[src/rtl/disp_rd_sched_pkg.sv]
// rtl/disp_rd_sched_pkg.sv - shared display package: LCD timing, frame constants, read-scheduler states
package disp_rd_sched_pkg;

    // Lcd_Para: 640x480 @ 60 Hz timing with a 25 MHz pixel clock
    localparam int H_SYNC   = 96;
    localparam int H_BACK   = 48;
    localparam int H_ACTIVE = 640;
    localparam int H_FRONT  = 16;
    localparam int H_TOTAL  = H_SYNC + H_BACK + H_ACTIVE + H_FRONT;
    localparam int V_SYNC   = 2;
    localparam int V_BACK   = 33;
    localparam int V_ACTIVE = 480;
    localparam int V_FRONT  = 10;
    localparam int V_TOTAL  = V_SYNC + V_BACK + V_ACTIVE + V_FRONT;

    localparam int ADDR_W    = 22;
    localparam int FRAME_PIX = H_ACTIVE * V_ACTIVE;

    typedef enum logic [2:0] {
        IDLE,
        CLEAR,
        CHECK,
        REQ,
        WAIT_DONE
    } rd_state_t;

endpackage

[src/rtl/disp_rd_sched.sv]
// rtl/disp_rd_sched.sv - frame-buffer read scheduler: issues SDRAM bursts to keep the display FIFO fed
module disp_rd_sched
    import disp_rd_sched_pkg::*;
#(
    parameter logic [ADDR_W-1:0] FRAME_BASE   = 22'h000000,
    parameter int                FRAME_PIXELS = FRAME_PIX,
    parameter int                BURST_LEN    = 256,
    parameter int                FIFO_DEPTH   = 1024,
    parameter int                PRIME_LVL    = 512
) (
    input  logic              clk,
    input  logic              rst,
    input  logic              frame_start,
    input  logic              disp_en,
    input  logic [10:0]       fifo_used,
    input  logic              rd_ack,
    input  logic              rd_done,
    output logic              rd_req,
    output logic [ADDR_W-1:0] rd_addr,
    output logic [8:0]        rd_len,
    output logic              fifo_clr,
    output logic              rfifo_rd_ready,
    output logic              underflow
);

    localparam logic [18:0] PIX_W   = 19'(FRAME_PIXELS);
    localparam logic [18:0] BURST_R = 19'(BURST_LEN);
    localparam logic [8:0]  BURST_L = 9'(BURST_LEN);
    localparam logic [11:0] BURST_F = 12'(BURST_LEN);
    localparam logic [11:0] DEPTH_F = 12'(FIFO_DEPTH);
    localparam logic [10:0] PRIME_F = 11'(PRIME_LVL);

    rd_state_t         state, state_nxt;
    logic              clr_cnt;
    logic [ADDR_W-1:0] addr;
    logic [18:0]       remaining;
    logic              pending_frame;
    logic [8:0]        burst_len;
    logic              fifo_room;
    logic              prime_hit;

    // The final burst of a frame is trimmed to what is left, so remaining cannot wrap
    assign burst_len = (remaining >= BURST_R) ? BURST_L : remaining[8:0];
    assign fifo_room = ({1'b0, fifo_used} + BURST_F) <= DEPTH_F;
    assign prime_hit = (fifo_used >= PRIME_F) || ((remaining == 19'd0) && (fifo_used != 11'd0));
    assign rd_addr   = addr;

    always_comb begin
        state_nxt = state;
        rd_req    = 1'b0;
        rd_len    = 9'd0;
        fifo_clr  = 1'b0;
        case (state)
            IDLE: begin
                if (frame_start) state_nxt = CLEAR;
            end
            CLEAR: begin
                fifo_clr = 1'b1;
                if (!frame_start && clr_cnt) state_nxt = CHECK;
            end
            CHECK: begin
                if (frame_start) state_nxt = CLEAR;
                else if ((remaining != 19'd0) && fifo_room) state_nxt = REQ;
            end
            REQ: begin
                rd_req = 1'b1;
                rd_len = burst_len;
                if (rd_ack) state_nxt = WAIT_DONE;
            end
            WAIT_DONE: begin
                if (rd_done) state_nxt = (pending_frame || frame_start) ? CLEAR : CHECK;
            end
            default: state_nxt = IDLE;
        endcase
    end

    always_ff @(posedge clk or posedge rst) begin
        if (rst) begin
            state          <= IDLE;
            clr_cnt        <= 1'b0;
            addr           <= FRAME_BASE;
            remaining      <= 19'd0;
            pending_frame  <= 1'b0;
            rfifo_rd_ready <= 1'b0;
            underflow      <= 1'b0;
        end else begin
            state <= state_nxt;
            // A frame_start inside CLEAR restarts the two-cycle count
            clr_cnt <= (state == CLEAR && !frame_start) ? ~clr_cnt : 1'b0;
            if (state == CLEAR) begin
                addr           <= FRAME_BASE;
                remaining      <= PIX_W;
                pending_frame  <= 1'b0;
                rfifo_rd_ready <= 1'b0;
                underflow      <= 1'b0;
            end else if (state != IDLE) begin
                if (state == REQ && rd_ack) begin
                    addr      <= addr + {13'd0, burst_len};
                    remaining <= remaining - {10'd0, burst_len};
                end
                if ((state == REQ || state == WAIT_DONE) && frame_start) pending_frame <= 1'b1;
                if (prime_hit) rfifo_rd_ready <= 1'b1;
                if (disp_en && rfifo_rd_ready && fifo_used == 11'd0) underflow <= 1'b1;
            end
        end
    end

endmodule

[config.mk]
export PLATFORM = sky130hd
export DESIGN_NAME = disp_rd_sched
export DESIGN_NICKNAME = d
export VERILOG_FILES = /design/src/rtl/disp_rd_sched_pkg.sv /design/src/rtl/disp_rd_sched.sv
export SDC_FILE = /design/constraint.sdc
export NUM_CORES = 1
export LEC_CHECK = 0
export ABC_AREA = 1
export CORE_MARGIN = 4
export CORE_UTILIZATION = 30
export DETAILED_ROUTE_END_ITERATION = 12
export SLEW_MARGIN = 10
export SYNTH_ARGS = -nofsm -noshare
export SYNTH_HDL_FRONTEND = slang
export SYNTH_SLANG_ARGS = --single-unit
[constraint.sdc]
create_clock -name clk -period 4.54 [get_ports clk]
set_input_delay 0.454 -clock clk [delete_from_list [all_inputs] [get_ports clk]]
set_output_delay 0.454 -clock clk [all_outputs]
set_load 0.01 [all_outputs]
==> impl_results.md, run 1 <==
- Status: finished, final reports clean
- Area Growth Syn to Fin: 23.8%
- Netlist cell types: 40
- Net count of the mapped netlist: just under 500
- Max transition margin: approximately a third
- Syn Std Cell Area: 3220 sq um
- Maxcap violations: 0
- Crit path capture type: flip-flop
- Hold Path End: clr_cnt
- Ant. Diodes: 0
- WL/cell: 12.8 um
- Startpoint Class: flip-flop
- Proportion of synthesized flip-flops having asynchronous set or reset: 100%
- DR vias: around 3,100
- Total die area: roughly 12,000 sq um
- #FFs+latches synth: between 40 and 50
- Total power: between 1.5 and 2 mW
- Unrepaired setup endpoints after global routing: no
- Vias per Instance: around 4.8
- Post-Layout Inst Area: around 4000 sq um
- VDD IR max: 159 uV
- Post-Syn Area per Cell: approximately 7 sq um
- Die X: 112 um
- CTS root buf: clkbuf_8
- Detailed Routing Iterations Pass 1: 4
- Buffers added on ports: 51
- Main synth FF type: dfrtp_1
- Worst hold-check path type: reg2reg
- Share of post-route cells with drive strength above 1: ~7.4%
- Clk sinks: 48
- Post-detailed-route count of antenna-violating nets: 0
- First-pass GRT wire length: ~14 mm
- R2R Setup Slk: 1550 ps
- DP HPWL: approximately 6.4 mm
- Core area: between 10,000 and 15,000 sq um
- Synth top area share: between 30% and 40%
- Worst EP required: approximately 4800 ps
- Final setup fails: 0
- Initial antenna violation count: 0
- DR DRC count: 0
- Top post-synthesis cells by area: dfrtp_1 37%, nand2_1 12%, nor2_1 8.8%
- Min Tclk post-route: roughly 3000 ps
- Post-CTS setup buffers: 0
- Most common library cells after synthesis: 101 x nand2_1, 75 x nor2_1, 62 x inv_1, 48 x dfrtp_1, 38 x nand3_1
- Leak: between 1.5 and 2 nW
- Total CTS buffers: 5
- CTS tree: built
- Clk slew on worst S/H paths: 90 ps
- Global route total overflow: 0
- Seq/Total Area, Yosys: 37.4%
- IO Count: 52
- PwrDens: a little over 400 nW/um^2
- Hold depth: 1
- Final WL: approximately 8.3 mm
- WS Path Type: reg2reg
- Post-synthesis cell count: 463
- Htree depth: 2
- Worst-case clock buffer depth: 2
- Worst reg2reg path depth: 11
- Initial Utilization: 31.0%
- Worst Path Arrival: between 3000 and 4000 ps
- Pin count of the biggest net entering global routing: 49
- Worst-path fanout max: 27
- Fin. Hold Viols: 0
- Post-synth EDFFs: 0
- Drt initial violations: roughly 240
- Inst Count DP: ~640
- Worst-Margin Slew: roughly 1000 ps
- Finished Layout Cells: 650
- RR Endpoint: remaining[17]
- RR Startpoint: state[2]
- Count leader, synth: nand2_1
- Die height: around 110 um
- Final Cycle Share: between 60% and 70%
- Hold path startpoint: clr_cnt
- Leading area contributor after synthesis: dfrtp_1
- Fmax achieved: around 330 MHz
- Routability cong.: 0.853
- Clk_lat worst skew: ~310 ps
- Cts hold-fix bufs: 0
- Area post-placement: 3850 sq um
- # rows: 37
- Clk_skew: approximately 9.4 ps
- Max-slew violation count: 0
- Nets: around 540
- YS warnings: 0
- Final Core Density: between 30% and 40%
- Setup TNS: 0 ps
- PostCTS Resize Cnt: 0
- Vias in the first global route: 3,033
- GRT Overall Usage: around 14%
[worst max path at each step]
| stage | start | end | slack, ps | cells past startpoint |
|---|---|---|---|---|
| CTS | state[2] | remaining[17] | 1560 | 11 |
| floorplan | remaining[11] | rd_addr[6] | 1840 | 16 |
| global route | state[2] | remaining[17] | 1080 | 11 |
| finish | state[2] | remaining[17] | 1550 | 11 |
| global placement | state[2] | remaining[17] | 1760 | 11 |
| detailed placement | state[2] | remaining[17] | 1590 | 11 |
[sequential cells by signal (all words and copies together) (netlist names)]
name / flops
rfifo_rd_ready: 1
rd_addr: 22
remaining: 19
state: 3
clr_cnt: 1
pending_frame: 1
underflow: 1
[through the flow]
step | hold WS (ps) | setup slack (ps)
after CTS | 449 | 1560
after detailed placement | 435 | 1590
after floorplan | 409 | 1840
final | 438 | 1550
after global routing | 464 | 1080
after global placement | 435 | 1760
[layout by cell type, fill, tap and decap left out, types with 2 or more instances in the layout]
cell,instances
a211oi_1,2
a21oi_1,19
a22o_1,2
a31oi_1,2
clkbuf_8,7
clkdlybuf4s50_1,51
dfrtp_1,48
ha_1,7
inv_1,61
inv_2,4
nand2_1,101
nand2_2,6
nand2_4,3
nand3_1,38
nand4_1,9
nor2_1,75
nor2_2,3
nor2_4,5
nor3_1,13
nor4_1,2
o21ai_0,29
o21ai_1,2
o21ai_2,2
o22ai_1,3
o31ai_1,2
o32ai_1,2
or2_2,3
xor2_1,2
[critical path, stage by stage (launching register included)]
cell and delay [ps]:
dfrtp_1 440, nor2_1 160, nand2_1 260, inv_1 190
nand2_1 220, nand2_2 470, inv_1 350, nor2_2 230
nand3_1 150, nor4_2 190, o21ai_0 100, a21oi_1 140
[power by group]
part / total [mW] / internal, mW / switching (mW)
Sequential: 0.566 / 0.493 / 0.0726
Combinational: 0.698 / 0.230 / 0.468
Clock: 0.347 / 0.195 / 0.152
Total: 1.61 / 0.918 / 0.693
[area by class of cell]
cell class                 count  area, sq um
timing repair buffer          51          510
multi-input combinational    342         1730
clock buffer                   7         96.3
inverter                      65          244
clock inverter                 1         30.0
sequential                    48         1200
tap                          136          170
fill                        1121         6390
[cell families after synthesis]
group	Yosys count	share of synthesized area [%]
compound gates	67	11.8
fa+ha+maj	8	3.35
simple gates	263	37.7
xor+xnor	3	0.817
flops	48	37.4
other cells	1	0.117
buf+inv	73	8.87
[routing by layer]
metal,GRT usage [%],routed length [um]
met2,22.8,3960
met1,19.1,4010
met5,0,0
met3,1.85,278
met4,3.57,95
Power figures use the tool's default switching activity.
==> run 2: changes to the inputs <==
clock period = 3 ns   (was 4.54 ns; I/O delays follow)
==> impl_results.md, run 2 (synthesized netlist as in run 1, its figures left out) <==
- Post-route worst setup slack: 253 ps (-1300 ps)
- CTS tree: built
- Htree depth: 2 (unchanged)
- CTS root buf: clkbuf_8
- WS Path Type: reg2reg
- Total power: 2.34 mW (+45%)
- Crit path from: remaining[11]
- Leak: 1.86 nW (about the same)
- Pin count of the biggest net entering global routing: 27 (-45%)
- Status: finished, final reports clean
- Top Usage Layer GRT: met2
- Routability cong.: 0.917 (+7.4%)
- # rows: 37 (unchanged)
- Flip-flop count of the largest register after layout: 22 (unchanged)
- VDD IR max: 320 uV (+100%)
- Worst Path Arrival: 2950 ps (-270 ps)
- Maxcap violations: 0 (unchanged)
- Drt initial violations: 159 (-33%)
- Post-detailed-route count of antenna-violating nets: 0 (unchanged)
- Fin. Hold Viols: 0 (unchanged)
- Initial Utilization: 31.0% (unchanged)
- RR Startpoint: remaining[11]
- Startpoint Class: flip-flop
- Initial antenna violation count: 0 (unchanged)
- Nets: 543 (+0.93%)
- Worst EP required: 3200 ps (-1570 ps)
- Vias in the first global route: 3,071 (+1.3%)
- DR vias: 3,126 (+0.22%)
- Clk_skew: 5.19 ps (-4.21 ps)
- Final WL: 8.70 mm (+4.2%)
- Ant. Diodes: 0 (unchanged)
- Unrepaired setup endpoints after global routing: no
- GRT Overall Usage: 14.3% (+0.51 points)
- Global route total overflow: 0 (unchanged)
- Worst hold-check path type: in2async
- Detailed Routing Iterations Pass 1: 4 (unchanged)
- Final setup fails: 0 (unchanged)
- Clk_lat worst skew: 300 ps (about the same)
- Setup TNS: 0 ps (unchanged)
- Crit path capture type: flip-flop
- Met3 Use GR: 2.23% (+0.38 points)
- Area post-placement: 3890 sq um (+0.97%)
- DP HPWL: 6.82 mm (+6.6%)
- Cell Chain, Critical Path: nor2_4 > nand2_4 > nor2_8 > nand2_4 > nor2_1 > ha_1 > fa_1 > nand2_1 > nand2_1 > a21oi_2 > inv_1 > nand3_1 > nand3_1 > nand3_1 > nand2_1 > nand2_1 > nor2_1
- IO Count: 52 (unchanged)
- First-pass GRT wire length: 14.8 mm (+2.1%)
- Die X: 112 um (unchanged)
- Area Growth Syn to Fin: 23.7% (about the same)
- Multi-input logic area: 1730 sq um (+0.22%)
- Worst-case clock buffer depth: 2 (unchanged)
- Share of post-route cells with drive strength above 1: 8.30% (+0.91 points)
- Fmax achieved: 364 MHz (+8.9%)
- Core area: 10,400 sq um (unchanged)
- Storage element area: 1200 sq um (unchanged)
- Max-slew violation count: 0 (unchanged)
- Commonest non-fill, non-tap cell in the layout: nand2_1
- M1 GR Usage: 19.7% (+0.60 points)
- Final Cycle Share: 91.6% (+26 points)
- GRT met2 Usage: 23.2% (+0.32 points)
- Worst-path fanout max: 20 (-26%)
- Most frequent cells in the layout: 101 x nand2_1, 75 x nor2_1, 61 x inv_1
- Clk sinks: 48 (unchanged)
- Total CTS buffers: 5 (unchanged)
- Post-Layout Inst Area: 3980 sq um (about the same)
- Die height: 112 um (unchanged)
- Min Tclk post-route: 2750 ps (-244 ps)
- Slowest cell delay on critical path: 460 ps (about the same)
- Filler cell count: 1,115 (-0.54%)
- Buffers added on ports: 51 (unchanged)
- PwrDens: 589 nW/um^2 (+46%)
- Setup WS pre-CTS: 256 ps (-1330 ps)
- Vias per Instance: 4.78 (-0.39%)
- Slowest library cell on the worst path: dfrtp_1
- DR DRC count: 0 (unchanged)
- CP most frequent cell: nand2_1
- R2R Setup Slk: 250 ps (-1300 ps)
- Total die area: 12,400 sq um (unchanged)
- Cts hold-fix bufs: 0 (unchanged)
- Clk slew on worst S/H paths: 90 ps (about the same)
- WL/cell: 13.3 um (+3.6%)
-- run 2: where the power goes --
part	switching, mW	total (mW)	internal (mW)
sequential	0.112	0.858	0.746
combinational	0.728	1.11	0.380
clock	0.220	0.379	0.158
total	1.06	2.34	1.28
-- run 2: routing by layer --
layer	part of all wire [%]	wire [um]
met1	48	4180
met2	46	4040
met3	3.8	332
met4	1.7	146
met5	0	0
-- run 2: stage by stage --
step / cells / hold WS (ps) / util [%]
floorplan: 463 / 373 / -
global placement: 647 / 421 / 37.5
finish: 654 / 243 / 38.4
CTS: 654 / 243 / 38.3
global route: 654 / 253 / 38.4
detailed placement: 647 / 422 / 37.5
-- run 2: final cells by class --
| cell class | instances | area share (%) |
|---|---|---|
| clock buffer | 5 | 1.73 |
| clock inverter | 2 | 0.315 |
| inverter | 65 | 6.13 |
| multi-input combinational | 342 | 43.6 |
| sequential | 48 | 30.2 |
| tap | 136 | 4.28 |
| timing repair buffer | 56 | 13.8 |
-- run 2: worst paths after layout --
kind / cells after the start / endpoint
min in group clk: 1 / clr_cnt
worst min-delay path: 2 / remaining[12]
worst min register to register: 1 / clr_cnt
max in group asynchronous: 3 / remaining[8]
worst max-delay path: 17 / rd_addr[20]
worst max register to register: 17 / rd_addr[20]
-- run 2: timing repair --
action,CTS,global route
resized for setup,0,2
setup endpoints to repair,0,5
buffers inserted,0,0
-- run 2: worst max-delay path: cells and delay by family (launching register included) --
kind,cells,cell delay (ps)
AO/OA/AOI/OAI,1,210
flip-flops,1,460
AND/OR/NAND/NOR,13,1220
adder cells (fa/ha/maj),2,640
buffers and inverters,1,120
==> run 3: changes to the inputs <==
CORE_UTILIZATION = 54   (was 30)
PLACE_DENSITY = 0.8   (was default)
==> impl_results.md, run 3 (synthesized netlist as in run 1, its figures left out) <==
- Status: finished, final reports clean
- First-pass GRT wire length: 14.3 mm (-3.5%)
- CTS tree: built
- Pin count of the biggest net entering global routing: 49 (+81%)
- GRT Overall Usage: 24.0% (+9.7 points)
- Vias in the first global route: 3,009 (-2.0%)
- Flip-flop count of the largest register after layout: 22 (unchanged)
- Inst Count DP: 580 (-10%)
- Worst-Margin Slew: 1020 ps
- Cell Chain, Critical Path: inv_1 > nand2_1 > nor2_4 > nand2_8 > nor2_1 > ha_1 > fa_1 > nand2_1 > nand2_1 > a21oi_2 > inv_1 > nand3_1 > nand3_1 > nand3_1 > nand2_1 > nand2_1 > nor2_1
- DR vias: 3,273 (+4.7%)
- Clk sinks: 48 (unchanged)
- Slowest cell delay on critical path: 440 ps (-20 ps)
- Detailed Routing Iterations Pass 1: 5 (+1)
- Worst-case clock buffer depth: 2 (unchanged)
- CTS root buf: clkbuf_8
- Total CTS buffers: 5 (unchanged)
- Unrepaired setup endpoints after global routing: no
- WS Path Type: reg2reg
- Final Cycle Share: 90.6% (-0.94 points)
- Maxcap violations: 0 (unchanged)
- Share of post-route cells with drive strength above 1: 7.95% (-0.36 points)
- Initial antenna violation count: 0 (unchanged)
- Htree depth: 2 (unchanged)
- Hold slack: 442 ps (+199 ps)
- VDD IR max: 572 uV (+78%)
- CP most frequent cell: nand2_1
- Global route total overflow: 0 (unchanged)
- Max-slew violation count: 0 (unchanged)
- # rows: 27 (-27%)
- Crit path capture type: flip-flop
- Clk slew on worst S/H paths: 90 ps (about the same)
- Worst-path fanout max: 20 (unchanged)
- Routability cong.: 0.953 (+4.0%)
- Fmax achieved: 368 MHz (+1.0%)
- WL/cell: 14.4 um (+8.1%)
- Area Growth Syn to Fin: 21.6%
- Post-detailed-route count of antenna-violating nets: 0 (unchanged)
- PwrDens: 625 nW/um^2 (+6.1%)
- DP HPWL: 6.24 mm (-8.5%)
- Most frequent cells in the layout: 101 x nand2_1, 75 x nor2_1, 61 x inv_1
- Startpoint Class: flip-flop
- Vias per Instance: 5.57 (+16%)
- Finished Layout Cells: 588 (-10%)
- Drt initial violations: 243 (+53%)
- Final setup fails: 0 (unchanged)
- Nets: 540 (-0.55%)
- Total die area: 7250 sq um (-42%)
- Worst hold-check path type: reg2reg
- Final WL: 8.45 mm (-2.8%)
- Worst Path Arrival: 2920 ps (-30 ps)
- Buffers added on ports: 51 (unchanged)
- Setup WS pre-CTS: 240 ps (-15.4 ps)
- Initial Utilization: 57.0% (+26 points)
- IO Count: 52 (unchanged)
- Max transition margin: a little under a third
- Fin. Hold Viols: 0 (unchanged)
- Commonest non-fill, non-tap cell in the layout: nand2_1
- Die height: 85.2 um (-24%)
- Post-route worst setup slack: 281 ps (+28.1 ps)
- Clk_skew: 7.37 ps (+2.17 ps)
- Ant. Diodes: 0 (unchanged)
- Slowest library cell on the worst path: fa_1
- Setup TNS: 0 ps (unchanged)
- Core area: 5640 sq um (-46%)
- Leak: 1.84 nW (-0.88%)
- Clk_lat worst skew: 300 ps (about the same)
- DR DRC count: 0 (unchanged)
- Worst EP required: 3200 ps (about the same)
- Min Tclk post-route: 2720 ps (-28.1 ps)
- Die X: 85.2 um (-24%)
[run 3: changes by cell type in the layout (fill, tap and decap cells not counted)]
cell | before | now
buf_4 | 5 | 2
bufinv_16 | 0 | 1
clkbuf_1 | 0 | 1
clkinvlp_4 | 1 | 0
dfrtp_1 | 48 | 47
dfrtp_2 | 0 | 1
nand2_4 | 3 | 2
nand2_8 | 0 | 1
o21ai_0 | 28 | 29
o21ai_1 | 3 | 2
[run 3: cell type report]
cell class / instances / area, sq um
timing repair buffer: 53 / 526
clock buffer: 6 / 72.6
tap: 72 / 90.1
clock inverter: 2 / 35.0
multi-input combinational: 342 / 1740
fill: 503 / 1730
inverter: 65 / 244
sequential: 48 / 1200
[run 3: worst max-delay path, delay by kind of cell, from the launching register on]
| family | cells | cell delay [ps] |
|---|---|---|
| adders and majority gates | 2 | 650 |
| DFF | 1 | 400 |
| buffers and inverters | 2 | 170 |
| and+or+nand+nor | 12 | 1180 |
| AOI/OAI and AO/OA | 1 | 210 |
[run 3: what timing repair did]
| action | CTS | global route |
|---|---|---|
| hold buffers | 0 | 0 |
| setup buffers | 0 | 0 |
| gates resized for setup | 0 | 3 |
| setup endpoints to repair | 0 | 4 |
[run 3: final timing paths]
kind,start,to,slack [ps],cells after the start
setup / recovery,remaining[15],rd_addr[20],280,17
hold / removal,clr_cnt,clr_cnt,440,1
setup reg to reg,remaining[15],rd_addr[20],280,17
hold reg to reg,clr_cnt,clr_cnt,440,1
max in group asynchronous,rst,remaining[11],1750,2
min in group asynchronous,rst,rd_addr[18],560,2
[run 3: metrics by stage]
step | power (mW) | util [%] | instance area [sq um]
2_1_floorplan | 1.63 | - | 3220
3_3_place_gp | 1.95 | 67.2 | 3790
3_5_place_dp | 1.97 | 67.2 | 3790
4_1_cts | 2.44 | 69.1 | 3900
5_1_grt | 2.63 | 69.3 | 3910
6_report | 2.44 | 69.3 | 3910
[run 3: routing by layer]
layer / GRT usage (%) / part of all wire, %
met1: 33.4 / 45
met2: 38.9 / 48
met3: 4.66 / 6.4
met4: 5.32 / 1.3
met5: 0 / 0
[run 3: power by group]
group | switching, mW | total [mW] | internal, mW
sequential | 0.117 | 0.864 | 0.747
clock | 0.224 | 0.472 | 0.248
combinational | 0.744 | 1.11 | 0.365
